**config.mk**
```make
export PLATFORM = sky130hd
export DESIGN_NAME = sram_ctrl
export DESIGN_NICKNAME = d
export VERILOG_FILES = /design/src/rtl/arm_mem_pkg.sv /design/src/rtl/sram_ctrl.sv
export SDC_FILE = /design/constraint.sdc
export NUM_CORES = 1
export LEC_CHECK = 0
export BUFFER_PORTS_ARGS = -buffer_cell sky130_fd_sc_hd__clkbuf_2
export CORE_UTILIZATION = 46
export CTS_CLUSTER_SIZE = 28
export DETAILED_ROUTE_END_ITERATION = 10
export GPL_TIMING_DRIVEN = 0
export PLACE_DENSITY_LB_ADDON = 0.12
export SLEW_MARGIN = 0
export SYNTH_ARGS = -nofsm -noshare
export SYNTH_HDL_FRONTEND = slang
export SYNTH_SLANG_ARGS = --single-unit
```
**constraint.sdc**
```tcl
create_clock -name clk -period 1.9 [get_ports clk]
set_input_delay 0.285 -clock clk [delete_from_list [all_inputs] [get_ports clk]]
set_output_delay 0.285 -clock clk [all_outputs]
set_load 0.02 [all_outputs]
```
**src/rtl/arm_mem_pkg.sv**
```systemverilog
// arm_mem_pkg: shared constants, FSM state type and address helper for the data-memory SRAM controller
package arm_mem_pkg;
  localparam int DATA_MEM_BASE = 1024;
  localparam int SRAM_ADDR_W = 18;
  localparam int SRAM_DATA_W = 16;
  localparam int WORD_IDX_W = SRAM_ADDR_W - 1;
  typedef enum logic [1:0] {IDLE, LOW, HIGH, DONE} sram_state_t;
  // DATA_MEM_BASE is word aligned, so the word index is the word-address bits minus the base in words
  function automatic logic [WORD_IDX_W-1:0] word_idx(input logic [WORD_IDX_W-1:0] a);
    return a - WORD_IDX_W'(DATA_MEM_BASE / 4);
  endfunction
endpackage

```
**src/rtl/sram_ctrl.sv**
```systemverilog
// sram_ctrl: 32-bit load/store over a 16-bit SRAM in two half-accesses; define SRAM_LAST_READ_EN for a one-entry last-read buffer
module sram_ctrl
  import arm_mem_pkg::*;
#(
  parameter int WAIT_CYCLES = 2
) (
  input  logic                   clk,
  input  logic                   rst,
  input  logic                   rd_en,
  input  logic                   wr_en,
  input  logic [31:0]            address,
  input  logic [31:0]            write_data,
  output logic [31:0]            read_data,
  output logic                   ready,
  output logic [SRAM_ADDR_W-1:0] sram_addr,
  output logic [SRAM_DATA_W-1:0] sram_dq_out,
  input  logic [SRAM_DATA_W-1:0] sram_dq_in,
  output logic                   sram_dq_oe,
  output logic                   sram_we_n
);
  sram_state_t           r_state;
  logic [3:0]            r_cnt;
  logic                  r_wr;
  logic [WORD_IDX_W-1:0] r_idx;
  logic [31:0]           r_wdata;
  logic [31:0]           r_read_data;
  logic [SRAM_ADDR_W-1:0] r_sram_addr;
  logic [SRAM_DATA_W-1:0] r_dq_out;
  logic                  r_dq_oe;
  logic                  r_we_n;
  logic [WORD_IDX_W-1:0] w_idx;
  logic                  w_req;
  logic                  w_hit;
  logic                  w_start;
  logic                  w_last;
  logic                  w_unused_addr;

  assign w_idx = word_idx(address[18:2]);
  assign w_unused_addr = ^{address[31:19], address[1:0]};
  assign w_req = rd_en | wr_en;
  assign w_start = (r_state == IDLE) && w_req && !w_hit;
  assign w_last = r_cnt == 4'(WAIT_CYCLES - 1);
  assign ready = ((r_state == IDLE) && (!w_req || w_hit)) || (r_state == DONE);
  assign read_data = r_read_data;
  assign sram_addr = r_sram_addr;
  assign sram_dq_out = r_dq_out;
  assign sram_dq_oe = r_dq_oe;
  assign sram_we_n = r_we_n;

`ifdef SRAM_LAST_READ_EN
  logic                  r_lr_valid;
  logic [WORD_IDX_W-1:0] r_lr_idx;
  assign w_hit = rd_en && !wr_en && r_lr_valid && (r_lr_idx == w_idx);
  // remember the word of the last completed read; any write invalidates it
  always_ff @(posedge clk or negedge rst) begin
    if (!rst) begin
      r_lr_valid <= 1'b0;
      r_lr_idx <= '0;
    end else if (w_start && wr_en) begin
      r_lr_valid <= 1'b0;
    end else if (r_state == HIGH && w_last && !r_wr) begin
      r_lr_valid <= 1'b1;
      r_lr_idx <= r_idx;
    end
  end
`else
  assign w_hit = 1'b0;
`endif

  // access sequencer: latch request, drive low half then high half, each held WAIT_CYCLES cycles
  always_ff @(posedge clk or negedge rst) begin
    if (!rst) begin
      r_state <= IDLE;
      r_cnt <= '0;
      r_wr <= 1'b0;
      r_idx <= '0;
      r_wdata <= '0;
      r_read_data <= '0;
      r_sram_addr <= '0;
      r_dq_out <= '0;
      r_dq_oe <= 1'b0;
      r_we_n <= 1'b1;
    end else begin
      case (r_state)
        IDLE: if (w_start) begin
          r_state <= LOW;
          r_cnt <= '0;
          r_wr <= wr_en;
          r_idx <= w_idx;
          r_wdata <= write_data;
          r_sram_addr <= {w_idx, 1'b0};
          r_dq_out <= write_data[15:0];
          r_dq_oe <= wr_en;
          r_we_n <= !wr_en;
        end
        LOW: if (w_last) begin
          r_state <= HIGH;
          r_cnt <= '0;
          r_sram_addr <= {r_idx, 1'b1};
          r_dq_out <= r_wdata[31:16];
          if (!r_wr) r_read_data[15:0] <= sram_dq_in;
        end else begin
          r_cnt <= r_cnt + 4'd1;
        end
        HIGH: if (w_last) begin
          r_state <= DONE;
          r_cnt <= '0;
          r_dq_oe <= 1'b0;
          r_we_n <= 1'b1;
          if (!r_wr) r_read_data[31:16] <= sram_dq_in;
        end else begin
          r_cnt <= r_cnt + 4'd1;
        end
        default: r_state <= IDLE;
      endcase
    end
  end
endmodule

```
Word-level counts from Yosys, hierarchy flattened:

Index checks and enable logic that the tools add are counted.
W data, S select, Z words.

* register bits: 124
* bits of input ports: 84
* output and inout port bits: 69
* logic and storage cells: 58

* add/subtract/negate cells: 2
* equal/unequal tests: 7
* multiplexer cells: 19
* bitwise logic cells: 2
* reductions and logical operators: 17

Operator list (number)
* $mux W18: 2
* $pmux W18 S2: 1
* $mux W16: 2
* $pmux W16 S2: 1
* $sub A17 B9 Y17 const B: 1
* $reduce_and A3 Y1: 5
* $mux W4: 2
* $pmux W4 S2: 1
* $mux W2: 3
* $ne A2 B2 Y1 const B: 3
* $pmux W2 S3: 1
* $reduce_bool A2 Y1: 3
* $add A4 B1 Y4 const B: 1
* $eq A2 B2 Y1 const B: 2
* $eq A4 B1 Y1 const B: 1
* $mux W1: 4
* $pmux W1 S2: 2
* $reduce_and A2 Y1: 2
* $eq A2 B1 Y1 const B: 1
* $logic_and A1 B1 Y1: 2
* $logic_not A1 Y1: 2
* $logic_not A2 Y1: 1
* $reduce_or A2 Y1: 1
* $logic_or A1 B1 Y1: 1
* 2 further kinds: 2

Longest topological paths before layout:

* depth after elaboration: 4
* mapped depth: 9
* depth with buffers taken out: 6

Least setup slack after synthesis:

No wires, ideal clock.

* kind: flip-flop to flip-flop
* from: register r_cnt[1]
* to: register r_sram_addr[10], in the netlist sram_addr[10]
* setup time: 123 ps
* arrival time: 1764 ps
* data required time: 1777 ps
* setup slack: 12 ps
* stages on the path, launching flop included: 10
* buffers on the path: 3
* clock period less this slack: 1888 ps
* cells stage by stage: dfrtp_1 inv_1 ha_1 or3b_1 buf_4 a211o_1 buf_6 buf_6 nand2_1 o21ai_1

* word-level cells in the longest chain between the ends: 3

RTL lines
* start: declaration: RTL line sram_ctrl.sv:22 `logic [3:0] r_cnt;`
* start signal: assignment: RTL line sram_ctrl.sv:103 `r_cnt <= r_cnt + 4'd1;`
* start signal: assignment: RTL line sram_ctrl.sv:112 `r_cnt <= r_cnt + 4'd1;`
* $eq A4 B1 Y1: RTL line sram_ctrl.sv:42 `assign w_last = r_cnt == 4'(WAIT_CYCLES - 1);`
* $ne A2 B2 Y1 (no source line)
* $reduce_and A3 Y1 (no source line)
* end signal: assignment: RTL line sram_ctrl.sv:91 `r_sram_addr <= {w_idx, 1'b0};`
* end signal: assignment: RTL line sram_ctrl.sv:99 `r_sram_addr <= {r_idx, 1'b1};`
* end: declaration: RTL line sram_ctrl.sv:27 `logic [SRAM_ADDR_W-1:0] r_sram_addr;`

Every way passes these cells.
A chain may end at the register's enable or synchronous reset.

Worst setup path in the final report:

* from: register r_cnt[1]
* to: register r_sram_addr[1], in the netlist sram_addr[1]

The elaborated chain is that of the path after synthesis.

==> results.py <==
metrics = {
    "outcome": {
        "violations": "setup timing",
        "outcome": "complete, but fails checks",
    },
    "yosys": {
        "synth_cells": 379,
        "async_flop_share_pct": 100,
        "synth_seq_cells": 108,
        "synthesis.nets": 471,
        "seq_area_frac_synth_pct": 58.0,
        "synth_area_leader_cell": "dfrtp_1",
        "syn_area_per_cell_um2": 12.3,
        "ys.flop_type": "dfrtp_1",
        "synth_area_um2": 4660,
        "ys_warn_count": 0,
        "synth.distinct_cells": 40,
        "synth_top_area_share_pct": 57.4,
        "synth.top_cells.by_area": "dfrtp_1, mux2_2, mux2i_1",
        "synth_edf_count": 0,
    },
    "power_and_ir_drop": {
        "p_comb_share_pct": 52.2,
        "netSwitchingPower_mw": 4.78,
        "pwr-share-clk_pct": 13.3,
        "power_frac_seq_pct": 34.5,
        "ir_drop_v": 0.000878,
        "p_per_area_nw_per_um2": 1930,
        "p_int_mw": 7.07,
        "power_mw": 11.8,
        "netSwitchingFraction_pct": 40.3,
        "p_leak_nw": 2.96,
    },
    "drt": {
        "vias_per_cell": 4.98,
        "wl_um": 10100,
        "first_pass_iters": 4,
        "avgRoutedWirePerCell_um": 14.7,
        "num_vias": 3409,
        "postRouteAntennaNets": 0,
        "drt_iter0_drc": 100,
        "drcViolationCount": 0,
    },
    "layout": {
        "antenna-diode-count": 0,
        "fin_util_pct": 62.9,
        "layout-drive-gt1-share_pct": 52.2,
        "nets": 639,
        "design_area_um2": 6150,
        "fin_cells": 685,
        "syn2layout_area_growth_pct": 31.9,
        "layout_commonest_cell": "clkbuf_2",
        "final_cell_mix": "clkbuf_2, dfrtp_1, mux2_2",
    },
    "cts": {
        "numCtsBuffers": 9,
        "cts_htree_levels": 3,
        "clk_latency_ns": 0.36,
        "cts_tree": "done",
        "clk_path_buf_depth": 2,
        "cts_sinks": 108,
        "cts_hold_buf": 0,
        "clk_pin_slew_ns": 0.11,
        "cts-root-buf": "clkbuf_8",
    },
    "critical_path": {
        "slowest_delay_ns": 0.40,
        "start_kind": "flip-flop",
        "worst-path-buf-inv": 4,
        "cp_cell_sequence": "inv_2 -> ha_4 -> or3b_1 -> buf_6 -> a211o_4 -> buf_4 -> buf_6 -> nand2_1 -> o21ai_2",
        "end_kind": "flip-flop",
        "worstSetupPathType": "flip-flop to flip-flop",
        "r2r_cells": 9,
        "cp_top_family": "buffers and inverters",
        "crit_arrival_ns": 2.24,
        "cp_common_cell": "buf_6",
        "critPathMaxFanout": 10,
        "r2r-start": "r_cnt[1]",
        "cp_slowest_cell": "dfrtp_1",
        "ff2ff_setup_slack_ns": -0.08,
        "cp.required_ns": 2.16,
        "timing.rr.end": "sram_addr[1]",
    },
    "sta": {
        "fin_worst_skew_ns": 0.0168,
        "finalSetupViolations": 49,
        "rsz0062_at_grt": "true",
        "period_needed_ns": 1.98,
        "worst_pin_slew_ns": 0.835,
        "period_share_pct": 104,
        "max_freq_mhz": 506,
        "hold_viol": 0,
        "maxSlewHeadroom_pct": 44.3,
        "setup_ws_ns": -0.0776,
        "drv_slew": 0,
    },
    "global_route": {
        "antenna_found_initial": 0,
        "grt_pass1_vias": 3289,
        "grt_max_degree": 109,
        "track_usage_pct": 19.5,
        "overflow": 0,
        "grt_first_pass_wirelength_um": 15700,
    },
    "floorplanning": {
        "rows": 36,
        "die_w_um": 103,
        "core_um2": 9770,
        "dieArea_um2": 10500,
        "io_pins": 153,
        "initial_utilization_pct": 47.7,
        "die_h_um": 103,
    },
    "job": {
        "drv_cap": 0,
    },
    "place": {
        "port_buffers": 137,
        "gp_congestion": 0.797,
        "dpl-instance-area_um2": 5520,
        "dp_hpwl_um": 6900,
        "dpl.cell_count": 649,
    },
    "min_path": {
        "hold_class": "input pin to async pin",
    },
}
==> cell type report <==
cell class | instances | area, µm²
Timing Repair Buffer | 158 | 897
Buffer | 17 | 138
Fill cell | 832 | 3620
Clock buffer | 10 | 138
Inverter | 8 | 30.0
Tap cell | 133 | 166
Clock inverter | 6 | 93.8
Multi-Input combinational cell | 245 | 1980
Sequential cell | 108 | 2700
==> registers in the layout, indices dropped and copies added, names as in the netlist <==
| name | cells |
|---|---|
| r_idx | 17 |
| sram_we_n | 1 |
| sram_dq_oe | 1 |
| r_cnt | 4 |
| r_wr | 1 |
| r_state | 2 |
| r_wdata | 16 |
| sram_dq_out | 16 |
| sram_addr | 18 |
| read_data | 32 |
==> cell families after synthesis <==
logic type | share of synthesized area (%)
xor+xnor | 1.32
flops | 58.0
buf+inv | 3.03
compound gates | 7.65
fa+ha+maj | 2.15
simple gates | 8.19
mux | 19.7
==> cells in the mapped netlist, types with 2 or more instances <==
library cell	number
a22o_1	2
buf_4	3
a21oi_1	4
o21ai_1	21
xor2_1	3
o211ai_1	4
dfrtp_1	107
nand3_1	6
inv_1	8
buf_2	7
or2_2	2
clkbuf_1	3
ha_1	8
nand2_1	50
mux2_2	59
mux2i_1	24
buf_6	3
xnor2_1	4
nand2_2	2
o21ai_0	25
nor3b_1	3
nor4_1	2
nand2b_1	2
nor2_1	11
==> worst max path at each step <==
stage / startpoint / end / slack [ns] / cells past startpoint
after global placement: rst / r_wdata[25] / -0.94 / 1
after CTS: r_cnt[1] / sram_addr[17] / -0.07 / 9
after global routing: r_cnt[1] / sram_addr[14] / -0.19 / 8
after detailed placement: r_state[1] / sram_addr[5] / -0.32 / 7
after floorplan: r_cnt[1] / sram_addr[10] / 0.01 / 9
final: r_cnt[1] / sram_addr[1] / -0.08 / 9
==> repair_timing <==
action,in CTS,in global routing
pin swaps,17,6
setup endpoints to repair,87,62
gates resized for setup,40,35
gates cloned,2,0
setup buffers,12,7
==> through the flow <==
step / hold slack [ns] / setup TNS, ns / worst slack (ns)
3_3_place_gp: 0.463 / -111.63 / -0.937
2_1_floorplan: -0.0106 / 0 / 0.0123
3_5_place_dp: 0.460 / -12.91 / -0.318
6_report: 0.00956 / -2.33 / -0.0776
4_1_cts: 0.0517 / -1.68 / -0.0729
5_1_grt: 0.0599 / -7.53 / -0.187
==> power by group through the flow <==
stage / Combinational, mW / Clock (mW) / Sequential, mW
2_1_floorplan: 2.70 / 0 / 4.91
3_3_place_gp: 5.06 / 0 / 4.05
3_5_place_dp: 5.16 / 0 / 4.12
4_1_cts: 5.87 / 1.63 / 4.06
5_1_grt: 6.76 / 1.73 / 4.22
6_report: 6.18 / 1.58 / 4.08
==> layer usage <==
layer	global-route usage, %	share of wire (%)
met1	25.4	44
met2	31.0	48
met3	6.03	7.1
met4	6.81	1.1
met5	0	0
Power figures use the tool's default switching activity.
